`config.mk`:
```
export PLATFORM = sky130hd
export DESIGN_NAME = regfile_lrstack
export DESIGN_NICKNAME = d
export VERILOG_FILES = /design/src/rtl/regfile_lrstack.sv
export SDC_FILE = /design/constraint.sdc
export NUM_CORES = 1
export LEC_CHECK = 0
export CAP_MARGIN = 20
export CORE_MARGIN = 3
export CORE_UTILIZATION = 40
export CTS_CLUSTER_DIAMETER = 150
export CTS_CLUSTER_SIZE = 20
export DETAILED_ROUTE_END_ITERATION = 10
export PLACE_DENSITY = 0.63
export SYNTH_ARGS = -nofsm -noshare
export SYNTH_HDL_FRONTEND = slang
export SYNTH_SLANG_ARGS = --single-unit
```
`constraint.sdc`:
```
create_clock -name clk -period 2.4 [get_ports clk]
set_clock_uncertainty 0.1 [all_clocks]
set_input_delay 0.48 -clock clk [delete_from_list [all_inputs] [get_ports clk]]
set_output_delay 0.48 -clock clk [all_outputs]
set_load 0.02 [all_outputs]
```
`src/rtl/regfile_lrstack.sv`:
```
// Register file (two combinational read ports, one write port) plus a LIFO link
// stack of return addresses with sticky overflow/underflow flags.
module regfile_lrstack #(
    parameter int DW       = 8,
    parameter int NREG     = 4,
    parameter int AW       = $clog2(NREG),
    parameter int ZERO_R0  = 0,
    parameter int BYPASS   = 1,
    parameter int PCW      = 8,
    parameter int LR_DEPTH = 4,
    parameter int CW       = $clog2(LR_DEPTH + 1)
) (
    input  logic           clk,
    input  logic           rst_n,
    input  logic           we,
    input  logic [AW-1:0]  wa,
    input  logic [DW-1:0]  wdata,
    input  logic [AW-1:0]  ra1,
    input  logic [AW-1:0]  ra2,
    output logic [DW-1:0]  rd1,
    output logic [DW-1:0]  rd2,
    input  logic           push,
    input  logic [PCW-1:0] push_addr,
    input  logic           pop,
    output logic [PCW-1:0] lr_top,
    output logic [CW-1:0]  lr_count,
    output logic           lr_empty,
    output logic           lr_full,
    output logic           ovf,
    output logic           unf,
    input  logic           clr_err
);

    logic [DW-1:0]  regs_q  [NREG];
    logic [DW-1:0]  regs_d  [NREG];
    logic [PCW-1:0] stack_q [LR_DEPTH];
    logic [PCW-1:0] stack_d [LR_DEPTH];
    logic [CW-1:0]  sp_q, sp_d;
    logic           ovf_q, ovf_d, unf_q, unf_d;
    logic           wr_ok_s, ovf_set_s, unf_set_s, empty_s, full_s;
    logic [DW-1:0]  rd1_s, rd2_s;
    logic [PCW-1:0] top_s;

    // Register write decode; wr_ok_s is low for dropped writes (R0 hardwired or out of range)
    always_comb begin
        wr_ok_s = 1'b0;
        for (int i = 0; i < NREG; i++) begin
            if (we && (wa == AW'(i)) && !((ZERO_R0 != 0) && (i == 0))) begin
                regs_d[i] = wdata;
                wr_ok_s   = 1'b1;
            end else begin
                regs_d[i] = regs_q[i];
            end
        end
    end

    // Read ports: unmatched addresses fall through to zero; bypass only for accepted writes
    always_comb begin
        rd1_s = {DW{1'b0}};
        rd2_s = {DW{1'b0}};
        for (int i = 0; i < NREG; i++) begin
            if (!((ZERO_R0 != 0) && (i == 0))) begin
                rd1_s = (ra1 == AW'(i)) ? regs_q[i] : rd1_s;
                rd2_s = (ra2 == AW'(i)) ? regs_q[i] : rd2_s;
            end else begin
                rd1_s = rd1_s;
                rd2_s = rd2_s;
            end
        end
        if ((BYPASS != 0) && wr_ok_s) begin
            rd1_s = (wa == ra1) ? wdata : rd1_s;
            rd2_s = (wa == ra2) ? wdata : rd2_s;
        end else begin
            rd1_s = rd1_s;
            rd2_s = rd2_s;
        end
    end

    assign empty_s = (sp_q == {CW{1'b0}});
    assign full_s  = (sp_q == CW'(LR_DEPTH));

    // Link stack next state; push+pop on a non-empty stack overwrites the top in place
    always_comb begin
        stack_d   = stack_q;
        sp_d      = sp_q;
        ovf_set_s = 1'b0;
        unf_set_s = 1'b0;
        case ({push, pop})
            2'b10: begin
                if (!full_s) begin
                    for (int i = 0; i < LR_DEPTH; i++)
                        stack_d[i] = (sp_q == CW'(i)) ? push_addr : stack_q[i];
                    sp_d = sp_q + CW'(1);
                end else begin
                    ovf_set_s = 1'b1;
                end
            end
            2'b01: begin
                if (!empty_s) begin
                    sp_d = sp_q - CW'(1);
                end else begin
                    unf_set_s = 1'b1;
                end
            end
            2'b11: begin
                if (!empty_s) begin
                    for (int i = 0; i < LR_DEPTH; i++)
                        stack_d[i] = (sp_q == CW'(i + 1)) ? push_addr : stack_q[i];
                end else begin
                    stack_d[0] = push_addr;
                    sp_d       = CW'(1);
                    unf_set_s  = 1'b1;
                end
            end
            default: sp_d = sp_q;
        endcase
        ovf_d = ovf_set_s | (ovf_q & ~clr_err);
        unf_d = unf_set_s | (unf_q & ~clr_err);
    end

    // Top-of-stack view taken from registered state only
    always_comb begin
        top_s = {PCW{1'b0}};
        for (int i = 0; i < LR_DEPTH; i++)
            top_s = (sp_q == CW'(i + 1)) ? stack_q[i] : top_s;
    end

    // State registers
    always_ff @(posedge clk or negedge rst_n) begin
        if (!rst_n) begin
            for (int i = 0; i < NREG; i++)     regs_q[i]  <= {DW{1'b0}};
            for (int i = 0; i < LR_DEPTH; i++) stack_q[i] <= {PCW{1'b0}};
            sp_q  <= {CW{1'b0}};
            ovf_q <= 1'b0;
            unf_q <= 1'b0;
        end else begin
            regs_q  <= regs_d;
            stack_q <= stack_d;
            sp_q    <= sp_d;
            ovf_q   <= ovf_d;
            unf_q   <= unf_d;
        end
    end

    assign rd1      = rd1_s;
    assign rd2      = rd2_s;
    assign lr_top   = top_s;
    assign lr_count = sp_q;
    assign lr_empty = empty_s;
    assign lr_full  = full_s;
    assign ovf      = ovf_q;
    assign unf      = unf_q;

endmodule

```
==> Yosys cells after proc, flatten, opt, wreduce, memory -nomap -nowiden <==
Index checks and enable logic that the tools add are counted.
{ "classes": {"add_sub_neg": 2, "eq_ne": 30, "n_mux": 37, "bitwise": 5, "n_reduce_logical": 16} }
{ "ops": {"columns": ["op", "count"], "rows": [
  ["8-bit 2-to-1 mux", 22],
  ["32-bit case mux with 2 select lines", 1],
  ["32-bit 2-to-1 mux", 1],
  ["24-bit 2-to-1 mux", 1],
  ["2-bit != test, second input constant", 11],
  ["2-bit == test, second input constant", 8],
  ["5-bit AND reduction", 3],
  ["3-bit 2-to-1 mux", 3],
  ["3-bit case mux with 3 select lines", 1],
  ["2-bit by 1-bit == test with 1-bit output, second input constant", 4],
  ["1-bit 2-to-1 mux", 8],
  ["4-bit AND reduction", 2],
  ["3-bit by 2-bit == test with 1-bit output, second input constant", 2],
  ["2-bit zero test", 3],
  ["2-bit == test", 2],
  ["1-bit logical AND", 4],
  ["3-bit by 1-bit adder with 3-bit output, second input constant", 1],
  ["3-bit by 1-bit == test with 1-bit output, second input constant", 1],
  ["3-bit == test, second input constant", 1],
  ["3-bit zero test", 1],
  ["3-bit != test, second input constant", 1],
  ["3-bit nonzero test", 1],
  ["3-bit by 1-bit subtractor with 3-bit output, second input constant", 1],
  ["1-bit AND", 2],
  ["other kinds (4)", 5]
]} }
{ "totals": {"regBits": 69, "in_bits": 28, "out_inout_bits": 31, "wordCells": 101} }

==> Longest topological paths before layout <==
{ "depth": {"word_depth": 7, "mapped_depth": 8, "depth_no_buf": 7} }

==> Worst setup path before layout <==
Ideal clock, no wire load.
{ "synth_path": {"path_type": "flip-flop to output port", "from": "reg sp_q[0] (netlist: lr_count[0])", "to": "out lr_top[0]", "t_arrival_ns": 2.007, "t_required_ns": 1.820, "path_slack_ns": -0.187, "stages_incl_launch_ff": 9, "n_path_buf": 2, "cell_sequence": "dfrtp_1 -> inv_1 -> ha_1 -> clkbuf_1 -> clkbuf_1 -> a21oi_1 -> o21ai_0 -> o21ai_0 -> o21ai_0"} }
{ "synth_via": {"elab_chain_cells": 5, "word_cells_on_any_way": 8, "classes_between": "eq/ne: 4; mux: 4"} }
{ "synth_lines": {"columns": ["item", "line", "source"], "rows": [
  ["from (decl)", "38", "logic [CW-1:0] sp_q, sp_d;"],
  ["from (signal assigned)", "133", "sp_q <= {CW{1'b0}};"],
  ["from (signal assigned)", "139", "sp_q <= sp_d;"],
  ["3-bit by 1-bit == test with 1-bit output", "125", "top_s = (sp_q == CW'(i + 1)) ? stack_q[i] : top_s;"],
  ["8-bit 2-to-1 mux (3 in a row)", "125", null],
  ["8-bit 2-to-1 mux (*)", "125", null],
  ["to (decl)", "25", "output logic [PCW-1:0] lr_top,"]
]} }
Every way passes the cells marked *; elsewhere a longest branch is shown, timed or not.

==> Final worst setup path <==
{ "layout_path": {"from": "reg sp_q[1] (netlist: lr_count[1])", "to": "out lr_top[0]"} }
The elaborated chain is that of the path after synthesis.

==> results.toml <==
[run_status]
status = "finished, violations left"
violations = "negative setup slack"

[yosys]
synth_seq_cells = 69
synthCells = 299
avgSynthCellArea_um2 = 12.6
netlist_area_mm2 = 0.00378
yosysTopAreaCell = "dfrtp_1"
synthFlopType = "dfrtp_1"
ys_top_cells_by_area = "dfrtp_1 46%, mux2_2 24%, mux4_2 9.5%"
synthTopCellsByCount = "79 x mux2_2, 69 x dfrtp_1, 28 x o21ai_0, 17 x nand2_1, 16 x mux4_2"
yosys_warnings = 0
ys_seq_area_share_pct = 45.7
synth_top_area_share_pct = 45.7
syn-num-nets = 333
synth_edf_count = 0
synth.most_common_cell = "mux2_2"
synthArstFlopShare_pct = 100
synth_cell_types = 33

[clock_network]
numCtsBuffers = 9
clkSinkCount = 69
clk_pin_slew_ns = 0.08
clkLatencyLatePin_ns = 0.34
clock_path_buffers = 2
root_buffer = "clkbuf_8"
postCtsHoldBufs = 0
htreeDepth = 3
cts_tree = "built"

[run]
maxCapViolations = 0

[global_routing]
gr-usage-all-layers_pct = 18.3
grt_pass1_vias = 3026
grt_first_pass_wirelength_mm = 14.9
overflow = 0
antenna_found_initial = 0
grt_start_max_net_pins = 70

[final_layout]
area_growth_pct = 43.6
final_area_mm2 = 0.00543
finalNetCount = 455
utilization_pct = 60.7
fillCellCount = 719
antennaDiodeCount = 0
drive_gt1_share_pct = 58.7
fin_cells = 534

[die]
dieArea_mm2 = 0.0107
io_pins = 59
dieHeight_um = 103
rows = 34
start_util_pct = 42.3
core-area_mm2 = 0.00893
die_x_um = 103

[detailed_routing]
wl_met1_mm = 4.12
routed.top_layer = "met4"
drt_iter0_drc = 105
routedWlPerCell_um = 17.2
route.detailed.drc = 0
met2_length_mm = 4.56
routed_wl_mm = 9.17
drtAntennaViolNets = 0
num_vias = 2862
drt_pass1_iterations = 5
routed-wl-met3_um = 383
via_per_inst = 5.36

[sta]
setup_violations = 3
post-route-period-util_pct = 103
fin_ws_ns = -0.0747
rsz0062_at_grt = "yes"
worst_pin_slew_ns = 0.381
hold_viol = 0
finalCriticalPeriod_ns = 2.47
slew_headroom_pct = 74.6
slew_violations = 0
fmax_ghz = 0.404

[worst_setup_path]
cp.required_ns = 1.82
reg2reg_slack_ns = 0.06
rr_worst_depth = 9
r2r-end = "stack_q[7]"
reg2reg_from = "lr_count[0]"
cp-startpoint = "lr_count[1]"
cp_max_fo = 6
end_kind = "primary output"
start_kind = "register"
worstPathArrival_ns = 1.89
worstSetupPathType = "register to primary output"
crit_end = "lr_top[0]"

[power_and_ir_drop]
power.total_mw = 6.19
peakVddDrop_mv = 0.727
power_density_mw_per_mm2 = 1140
cellLeakagePower_nw = 2.30

[placement]
port_buffers = 58
dpl.hpwl_mm = 6.47
dp_cells = 513
dpl_cell_area_mm2 = 0.00495
gp_congestion = 0.712

[worst_hold_path]
hp-class = "primary input to async pin"
[per-layer routing]
layer | up-vias | global-route usage, %
met3 | 10 | 4.43
met4 | 0 | 4.98
met1 | 1418 | 23.9
li1 | 1369 | -
met5 | - | 0
met2 | 65 | 30.5
[cell type report]
cell class	count	area [um2]	area share, %
Clock buffer	9	124	2.28
Clock inverter	7	123	2.26
Timing Repair inverter	1	7.51	0.138
Multi-Input combinational cell	205	2150	39.6
Inverter	8	41.3	0.761
Timing Repair Buffer	127	1120	20.6
Sequential cell	69	1730	31.9
Tap cell	108	135	2.49
[kinds of logic after synthesis]
logic type / share of synthesized area, %
multiplexers: 33.6
XOR/XNOR: 0.927
AO/OA/AOI/OAI: 9.30
adder cells (fa/ha/maj): 1.99
AND/OR/NAND/NOR: 5.59
buffers and inverters: 2.88
flip-flops: 45.7
[worst max-delay path, cell delays in order, from the launching register on]
cell and delay (ns):
dfrtp_2 0.48, ha_4 0.19, ha_4 0.17, buf_6 0.14, buf_6 0.11, a21oi_2 0.11, o21ai_2 0.07, o21ai_2 0.05
o21ai_1 0.07, buf_4 0.16
[sequential cells by signal (all words and copies together) (netlist names)]
register and cells:
stack_q 32, regs_q 32, ovf 1, lr_count 3, unf 1
[where the power goes]
| group | internal [mW] | total [mW] | switching, mW |
|---|---|---|---|
| sequential | 1.58 | 1.90 | 0.317 |
| clock | 0.695 | 1.16 | 0.465 |
| combinational | 1.70 | 3.13 | 1.43 |
| total | 3.97 | 6.19 | 2.21 |
[worst min path at each step]
stage               start          end
2_1_floorplan       rst_n  lr_count[0]
3_3_place_gp   stack_q[6]   stack_q[6]
3_5_place_dp   stack_q[6]   stack_q[6]
4_1_cts             rst_n   regs_q[26]
5_1_grt             rst_n   regs_q[26]
6_report            rst_n   regs_q[26]
[metrics by stage]
stage	setup slack (ns)	hold slack (ns)	setup TNS, ns
6_report	-0.0747	0.0346	-0.142
2_1_floorplan	-0.0404	0.0844	-0.0404
4_1_cts	-0.101	0.0555	-0.384
5_1_grt	-0.160	0.0507	-0.853
3_5_place_dp	-0.674	0.383	-12.41
3_3_place_gp	-0.674	0.374	-12.24
[placed cells by master (no fill, tap or decap), types with 4 or more instances in the layout]
cell type / netlist / routed
nand3b_1: 5 / 5
nand3_1: 6 / 5
a21oi_2: 1 / 4
a21oi_1: 11 / 8
buf_4: 0 / 56
o21ai_1: 0 / 15
o21ai_0: 28 / 4
buf_6: 1 / 16
nand2b_1: 5 / 5
a22oi_2: 0 / 6
mux4_2: 16 / 16
clkinvlp_4: 0 / 4
mux2_2: 79 / 72
clkdlybuf4s50_1: 0 / 24
nand2_1: 17 / 16
ha_4: 0 / 5
clkbuf_8: 0 / 9
inv_1: 7 / 4
o21ai_2: 0 / 9
dfrtp_1: 69 / 67
buf_12: 0 / 5
mux2_4: 0 / 8
buf_2: 6 / 16
clkdlybuf4s15_2: 0 / 4
[timing repair]
item | CTS | global route
setup buffers | 4 | 1
endpoints found under the setup margin | 34 | 22
gates resized for setup | 178 | 27
pin swaps | 9 | 10
cloned | 1 | 0
(Power assumes the default switching activity.)
